**src/rtl/aes_dec_round_ctrl_if.sv**
```systemverilog
// Handshake and datapath bundle for the AES-128 inverse-cipher round controller.
// The slave modport is the controller's view; master is the surrounding system.
interface aes_dec_round_ctrl_if #(
  parameter int unsigned DATA_W = 128,
  parameter int unsigned IDX_W  = 4
);
  logic              key_wr_en;
  logic [IDX_W-1:0]  key_wr_idx;
  logic [DATA_W-1:0] key_wr_data;
  logic              in_valid;
  logic              in_ready;
  logic [DATA_W-1:0] in_data;
  logic              rnd_valid_o;
  logic [DATA_W-1:0] rnd_data_o;
  logic [DATA_W-1:0] rnd_key_o;
  logic              rnd_last_o;
  logic              rnd_valid_i;
  logic [DATA_W-1:0] rnd_data_i;
  logic              out_valid;
  logic              out_ready;
  logic [DATA_W-1:0] out_data;
  logic              busy;

  modport slave (
    input  key_wr_en, key_wr_idx, key_wr_data,
    input  in_valid, in_data,
    output in_ready,
    output rnd_valid_o, rnd_data_o, rnd_key_o, rnd_last_o,
    input  rnd_valid_i, rnd_data_i,
    output out_valid, out_data,
    input  out_ready,
    output busy
  );

  modport master (
    output key_wr_en, key_wr_idx, key_wr_data,
    output in_valid, in_data,
    input  in_ready,
    input  rnd_valid_o, rnd_data_o, rnd_key_o, rnd_last_o,
    output rnd_valid_i, rnd_data_i,
    input  out_valid, out_data,
    output out_ready,
    input  busy
  );
endinterface

```
**src/rtl/aes_dec_round_ctrl.sv**
```systemverilog
// Sequencer for the AES-128 inverse-cipher round datapath: owns the round-key
// store, applies the initial AddRoundKey and walks one block through NR rounds.
module aes_dec_round_ctrl #(
  parameter int unsigned DATA_W = 128,
  parameter int unsigned NR     = 10,
  parameter int unsigned IDX_W  = 4
) (
  input logic                 clk,
  input logic                 reset,
  aes_dec_round_ctrl_if.slave bus
);

  localparam logic [IDX_W-1:0] LAST_IDX  = IDX_W'(NR);
  localparam logic [IDX_W-1:0] FIRST_RND = IDX_W'(NR - 1);

  typedef enum logic [1:0] {IDLE, ISSUE, WAIT, DONE} state_e;

  state_e            state;
  logic [IDX_W-1:0]  rcnt;
  logic [IDX_W-1:0]  rcnt_dec_c;
  logic              key_we_c;
  logic [DATA_W-1:0] key_mem [NR+1];

  assign rcnt_dec_c = rcnt - IDX_W'(1);
  assign key_we_c   = bus.key_wr_en && (bus.key_wr_idx <= LAST_IDX) && (state == IDLE);

  // Key store: writable only while idle so keys stay locked for a whole block.
  always_ff @(posedge clk) begin
    if (key_we_c) begin
      key_mem[bus.key_wr_idx] <= bus.key_wr_data;
    end
  end

  // Round sequencer; the issue registers are loaded on entry to ISSUE so they
  // are visible for exactly the one ISSUE cycle.
  always_ff @(posedge clk or posedge reset) begin
    if (reset) begin
      state           <= IDLE;
      rcnt            <= '0;
      bus.in_ready    <= 1'b0;
      bus.rnd_valid_o <= 1'b0;
      bus.rnd_data_o  <= '0;
      bus.rnd_key_o   <= '0;
      bus.rnd_last_o  <= 1'b0;
      bus.out_valid   <= 1'b0;
      bus.out_data    <= '0;
      bus.busy        <= 1'b0;
    end else begin
      bus.rnd_valid_o <= 1'b0;
      bus.rnd_data_o  <= '0;
      bus.rnd_key_o   <= '0;
      bus.rnd_last_o  <= 1'b0;
      case (state)
        IDLE: begin
          bus.in_ready <= 1'b1;
          if (bus.in_valid && bus.in_ready) begin
            bus.in_ready    <= 1'b0;
            bus.busy        <= 1'b1;
            rcnt            <= FIRST_RND;
            state           <= ISSUE;
            bus.rnd_valid_o <= 1'b1;
            bus.rnd_data_o  <= bus.in_data ^ key_mem[LAST_IDX];
            bus.rnd_key_o   <= key_mem[FIRST_RND];
            bus.rnd_last_o  <= (FIRST_RND == '0);
          end
        end
        ISSUE: begin
          state <= WAIT;
        end
        WAIT: begin
          if (bus.rnd_valid_i) begin
            if (rcnt == '0) begin
              state         <= DONE;
              bus.out_valid <= 1'b1;
              bus.out_data  <= bus.rnd_data_i;
            end else begin
              rcnt            <= rcnt_dec_c;
              state           <= ISSUE;
              bus.rnd_valid_o <= 1'b1;
              bus.rnd_data_o  <= bus.rnd_data_i;
              bus.rnd_key_o   <= key_mem[rcnt_dec_c];
              bus.rnd_last_o  <= (rcnt_dec_c == '0);
            end
          end
        end
        DONE: begin
          if (bus.out_ready) begin
            bus.out_valid <= 1'b0;
            bus.out_data  <= '0;
            bus.busy      <= 1'b0;
            bus.in_ready  <= 1'b1;
            state         <= IDLE;
          end
        end
        default: begin
          state <= IDLE;
        end
      endcase
    end
  end

endmodule

```
**src/flat_wrapper.sv**
```systemverilog
// flat-port wrapper written by rule: the top's interface ports become plain ports
module aes_dec_round_ctrl_flat 
#(
  parameter int unsigned DATA_W = 128,
  parameter int unsigned NR     = 10,
  parameter int unsigned IDX_W  = 4
)
  (clk, reset, bus_key_wr_en, bus_key_wr_idx, bus_key_wr_data, bus_in_valid, bus_in_data, bus_in_ready, bus_rnd_valid_o, bus_rnd_data_o, bus_rnd_key_o, bus_rnd_last_o, bus_rnd_valid_i, bus_rnd_data_i, bus_out_valid, bus_out_data, bus_out_ready, bus_busy);
  aes_dec_round_ctrl_if #(.DATA_W(DATA_W), .IDX_W(IDX_W)) bus_i ();
  input logic clk;
  input logic reset;
  input wire logic [$bits(bus_i.key_wr_en)-1:0] bus_key_wr_en;
  input wire logic [$bits(bus_i.key_wr_idx)-1:0] bus_key_wr_idx;
  input wire logic [$bits(bus_i.key_wr_data)-1:0] bus_key_wr_data;
  input wire logic [$bits(bus_i.in_valid)-1:0] bus_in_valid;
  input wire logic [$bits(bus_i.in_data)-1:0] bus_in_data;
  output wire logic [$bits(bus_i.in_ready)-1:0] bus_in_ready;
  output wire logic [$bits(bus_i.rnd_valid_o)-1:0] bus_rnd_valid_o;
  output wire logic [$bits(bus_i.rnd_data_o)-1:0] bus_rnd_data_o;
  output wire logic [$bits(bus_i.rnd_key_o)-1:0] bus_rnd_key_o;
  output wire logic [$bits(bus_i.rnd_last_o)-1:0] bus_rnd_last_o;
  input wire logic [$bits(bus_i.rnd_valid_i)-1:0] bus_rnd_valid_i;
  input wire logic [$bits(bus_i.rnd_data_i)-1:0] bus_rnd_data_i;
  output wire logic [$bits(bus_i.out_valid)-1:0] bus_out_valid;
  output wire logic [$bits(bus_i.out_data)-1:0] bus_out_data;
  input wire logic [$bits(bus_i.out_ready)-1:0] bus_out_ready;
  output wire logic [$bits(bus_i.busy)-1:0] bus_busy;
  assign bus_i.key_wr_en = bus_key_wr_en;
  assign bus_i.key_wr_idx = bus_key_wr_idx;
  assign bus_i.key_wr_data = bus_key_wr_data;
  assign bus_i.in_valid = bus_in_valid;
  assign bus_i.in_data = bus_in_data;
  assign bus_in_ready = bus_i.in_ready;
  assign bus_rnd_valid_o = bus_i.rnd_valid_o;
  assign bus_rnd_data_o = bus_i.rnd_data_o;
  assign bus_rnd_key_o = bus_i.rnd_key_o;
  assign bus_rnd_last_o = bus_i.rnd_last_o;
  assign bus_i.rnd_valid_i = bus_rnd_valid_i;
  assign bus_i.rnd_data_i = bus_rnd_data_i;
  assign bus_out_valid = bus_i.out_valid;
  assign bus_out_data = bus_i.out_data;
  assign bus_i.out_ready = bus_out_ready;
  assign bus_busy = bus_i.busy;
  aes_dec_round_ctrl #(.DATA_W(DATA_W), .NR(NR), .IDX_W(IDX_W)) u_core (.clk(clk), .reset(reset), .bus(bus_i));
endmodule
```
**config.mk**
```make
export PLATFORM = sky130hd
export DESIGN_NAME = aes_dec_round_ctrl_flat
export DESIGN_NICKNAME = d
export VERILOG_FILES = /design/src/rtl/aes_dec_round_ctrl_if.sv /design/src/rtl/aes_dec_round_ctrl.sv /design/src/flat_wrapper.sv
export SDC_FILE = /design/constraint.sdc
export NUM_CORES = 2
export LEC_CHECK = 0
export ABC_AREA = 1
export CAP_MARGIN = 20
export CORE_UTILIZATION = 50
export CTS_CLUSTER_SIZE = 25
export DETAILED_ROUTE_END_ITERATION = 6
export HOLD_SLACK_MARGIN = 0.06
export PLACE_DENSITY = 0.72
export SYNTH_ARGS = -nofsm -noshare
export SYNTH_HDL_FRONTEND = slang
export SYNTH_SLANG_ARGS = --single-unit
```
**constraint.sdc**
```tcl
create_clock -name clk -period 33.9 [get_ports clk]
set_input_delay 8.475 -clock clk [delete_from_list [all_inputs] [get_ports clk]]
set_output_delay 8.475 -clock clk [all_outputs]
set_load 0.1 [all_outputs]
```
==> metrics.txt <==
Slew Limit Fails 0; drt first-iter violations approximately 4800; CP required 25.42 ns; most frequent cells in the layout 2191 x nand2_1, 1408 x edfxtp_1, 1031 x nand3_1; Hold Vio Cnt, Final 0; Area contributors post-synth edfxtp_1 59%, dfrtp_1 14%, nand2_1 12%; VDD IR max approximately 0.000083 V; flop-to-flop setup slack roughly 28 ns; Worst setup EP type primary output; via/cell ratio about 5.6; Arrival @ worst endpoint between 2 and 3 ns; met2 Resource Use GR between 40% and 50%; IO Port Bufs 782; Crit Reg-Reg Startpoint u_core.rcnt[0]$_DFFE_PP0P_; TNS Setup 0 ns; WP depth 1; hold path startpoint u_core.key_mem[9][52]$_DFFE_PP_; final worst slack ~23 ns; Root Buffer clkbuf_16; pre-CTS setup slack approximately 21 ns; postcts setup bufs 0; Boundary Pins between 700 and 800; kind of critical path flop to primary output; post-CTS resize count 0; worst slew pin tran around 1.4 ns; fmax between 0.08 and 0.09 GHz; Core Footprint roughly 0.14 mm2; Synth Cell Area slightly above 0.07 mm2; Critical Path, Cell by Cell clkdlybuf4s50_1; Initial Util between 50% and 60%; Seq/Total Area, Yosys between 70% and 80%; DRC viols 0; Worst Hold Path EP u_core.bus.rnd_key_o[52]$_DFF_PP0_; M1 GR Usage a little under two fifths; commonest non-fill, non-tap cell in the layout nand2_1; Hold Path Depth 2; M3 GR Usage between 5 and 6%; Max Cap Viol 0; delay-heaviest family, CP buffers and inverters; status finished clean; share of layout cells above drive strength 1 7.058%; PD cells approximately 96 mW/mm2; CTS Hold Bufs 0; GRT Max-Usage Layer met2; clock skew about 0.024 ns; Post-Syn Nets between 6000 and 7000; master of the slowest instance on the critical path clkdlybuf4s50_1; flops & latches, synth 1803; per-cell routed wire length ~23 um; first-pass GRT wire length just over 300 mm; Worst R2R Path Depth 10; slew margin rel. a little under a tenth; TritonCTS buffer count roughly 180; post-synth top area share between 50% and 60%; CTS tree built; final setup fails 0; GR Overflow Total 0; min cycle time layout around 11 ns; drt total wl 205.9 mm; Worst Path Max Fanout 1; reg2reg end u_core.bus.rnd_key_o[66]$_DFF_PP0_; WP buf/inv 1; synth unique cells 26; Pleak approximately 0.034 uW; delay of the slowest critical-path stage 1.26 ns; Critical Path Source Type flop; 1st-pass router iterations 7; Synth area leader edfxtp_1; fin crit share about 33%; # clock sinks about 1800; initial antenna violation count 14; Mapped Avg Cell Area between 10 and 15 um2; global-route usage over all layers 28.16%; Reg clk slew, reported paths around 0.060 ns; Layout Area Growth over Synthesis 21.24%; H-tree depth 4; Die Width about 380 um; HP Class flop to flop; placer congestion estimate slightly below 0.9; Final HPWL DP between 100 and 150 mm; Async S/R FF share, synth ~22%; Die Ht between 300 and 400 um; largest net degree at the start of global routing about 230; Longest Clk Path Bufs 3; Post-synth EDFFs 1408; Worst-Skew Late Latency 0.82 ns; Cells after Synth slightly above 6000; Routed Antenna Nets 0; routed vias ~49000; predominant post-synthesis flop cell edfxtp_1; die area between 0.1 and 0.15 mm2; Total Nets Final slightly above 7000; vias in the first global route around 47000; RSZ-0062 raised after global routing false; Yosys warnings 0; cell row count 138
-- Yosys cell counts (2+ instances only) --
| cell | count |
|---|---|
| inv_2 | 3 |
| buf_2 | 176 |
| dfrtp_1 | 395 |
| nand2_1 | 2193 |
| nand4_1 | 2 |
| buf_4 | 13 |
| clkbuf_1 | 137 |
| buf_1 | 38 |
| inv_1 | 144 |
| buf_6 | 3 |
| nor2_1 | 17 |
| o22ai_1 | 130 |
| a21oi_1 | 128 |
| xnor2_1 | 128 |
| o21ai_0 | 8 |
| or2_2 | 128 |
| edfxtp_1 | 1408 |
| nand3_1 | 1033 |
| ha_1 | 2 |
-- routing by layer --
| metal | share of wire (%) | vias to the layer above | wire [um] |
|---|---|---|---|
| met5 | 0 | - | 0 |
| met3 | 8.5 | 330 | 17600 |
| met4 | 2.9 | 0 | 5912 |
| li1 | - | 22230 | - |
| met2 | 49 | 2391 | 100700 |
| met1 | 40 | 24270 | 81650 |
-- stage by stage --
stage / power (uW) / cells / hold WS, ns / util, % / cell area (um2)
after global placement: 6324 / 8463 / 0.4523 / 56.91 / 80570
after detailed placement: 6371 / 8466 / 0.4575 / 56.94 / 80620
final: 8292 / 8808 / 0.4614 / 61.10 / 86510
after floorplan: 5204 / 6093 / 0.4511 / - / 71350
after CTS: 8321 / 8803 / 0.4697 / 61.07 / 86470
after global routing: 8641 / 8808 / 0.4851 / 61.10 / 86510
-- cell families (layout without fill, tap and decap cells) --
logic type | count (synthesis) | after routing | synth area share (%)
XOR/XNOR | 128 | 128 | 1.571
AND/OR/NAND/NOR | 3376 | 3376 | 20.04
flip-flops | 1803 | 1803 | 73.11
adder cells (fa/ha/maj) | 2 | 2 | 0.03507
AO/OA/AOI/OAI | 269 | 269 | 2.127
other | 0 | 4 | 0
buffers and inverters | 515 | 1336 | 3.118
-- report_power, final --
| group | internal, uW | total [uW] | leakage (uW) | switching [uW] |
|---|---|---|---|---|
| logic | 857 | 3630 | 0.0128 | 2780 |
| clock network | 1110 | 1950 | 0.00282 | 846 |
| registers | 2570 | 2700 | 0.0180 | 131 |
| total | 4540 | 8290 | 0.0337 | 3750 |
-- tightest hold or removal path: cells and delay by family, from the launching register on --
kind | cells | cell delay [ns]
flops | 1 | 0.34
simple gates | 2 | 0.11
-- registers in the layout (all words and copies together), names as in the netlist --
name	cells
u_core.bus.in_ready	1
u_core.bus.out_data	128
u_core.state	2
u_core.bus.busy	1
u_core.bus.out_valid	1
u_core.bus.rnd_key_o	128
u_core.rcnt	4
u_core.bus.rnd_last_o	1
u_core.bus.rnd_data_o	128
u_core.bus.rnd_valid_o	1
u_core.key_mem	1408
-- worst max-delay path by stage --
stage	to	slack [ns]	start
2_1_floorplan	u_core.bus.busy$_DFFE_PP0P_	14.44	reset
3_3_place_gp	u_core.rcnt[0]$_DFFE_PP0P_	21.52	reset
3_5_place_dp	u_core.rcnt[0]$_DFFE_PP0P_	21.45	reset
4_1_cts	u_core.rcnt[0]$_DFFE_PP0P_	22.34	reset
5_1_grt	bus_rnd_data_o[72]	22.35	u_core.bus.rnd_data_o[72]$_DFF_PP0_
6_report	bus_rnd_data_o[72]	22.54	u_core.bus.rnd_data_o[72]$_DFF_PP0_
-- area by class of cell --
class	count	area, um2
clock buffer	248	5007
fill	10840	55080
inverter	148	593.1
sequential	1803	52170
antenna	4	10.01
tap	1890	2365
clock inverter	89	835.8
timing repair buffer	851	8416
multi-input combinational	3775	17110
No activity file was read; power rests on OpenSTA's default activity.
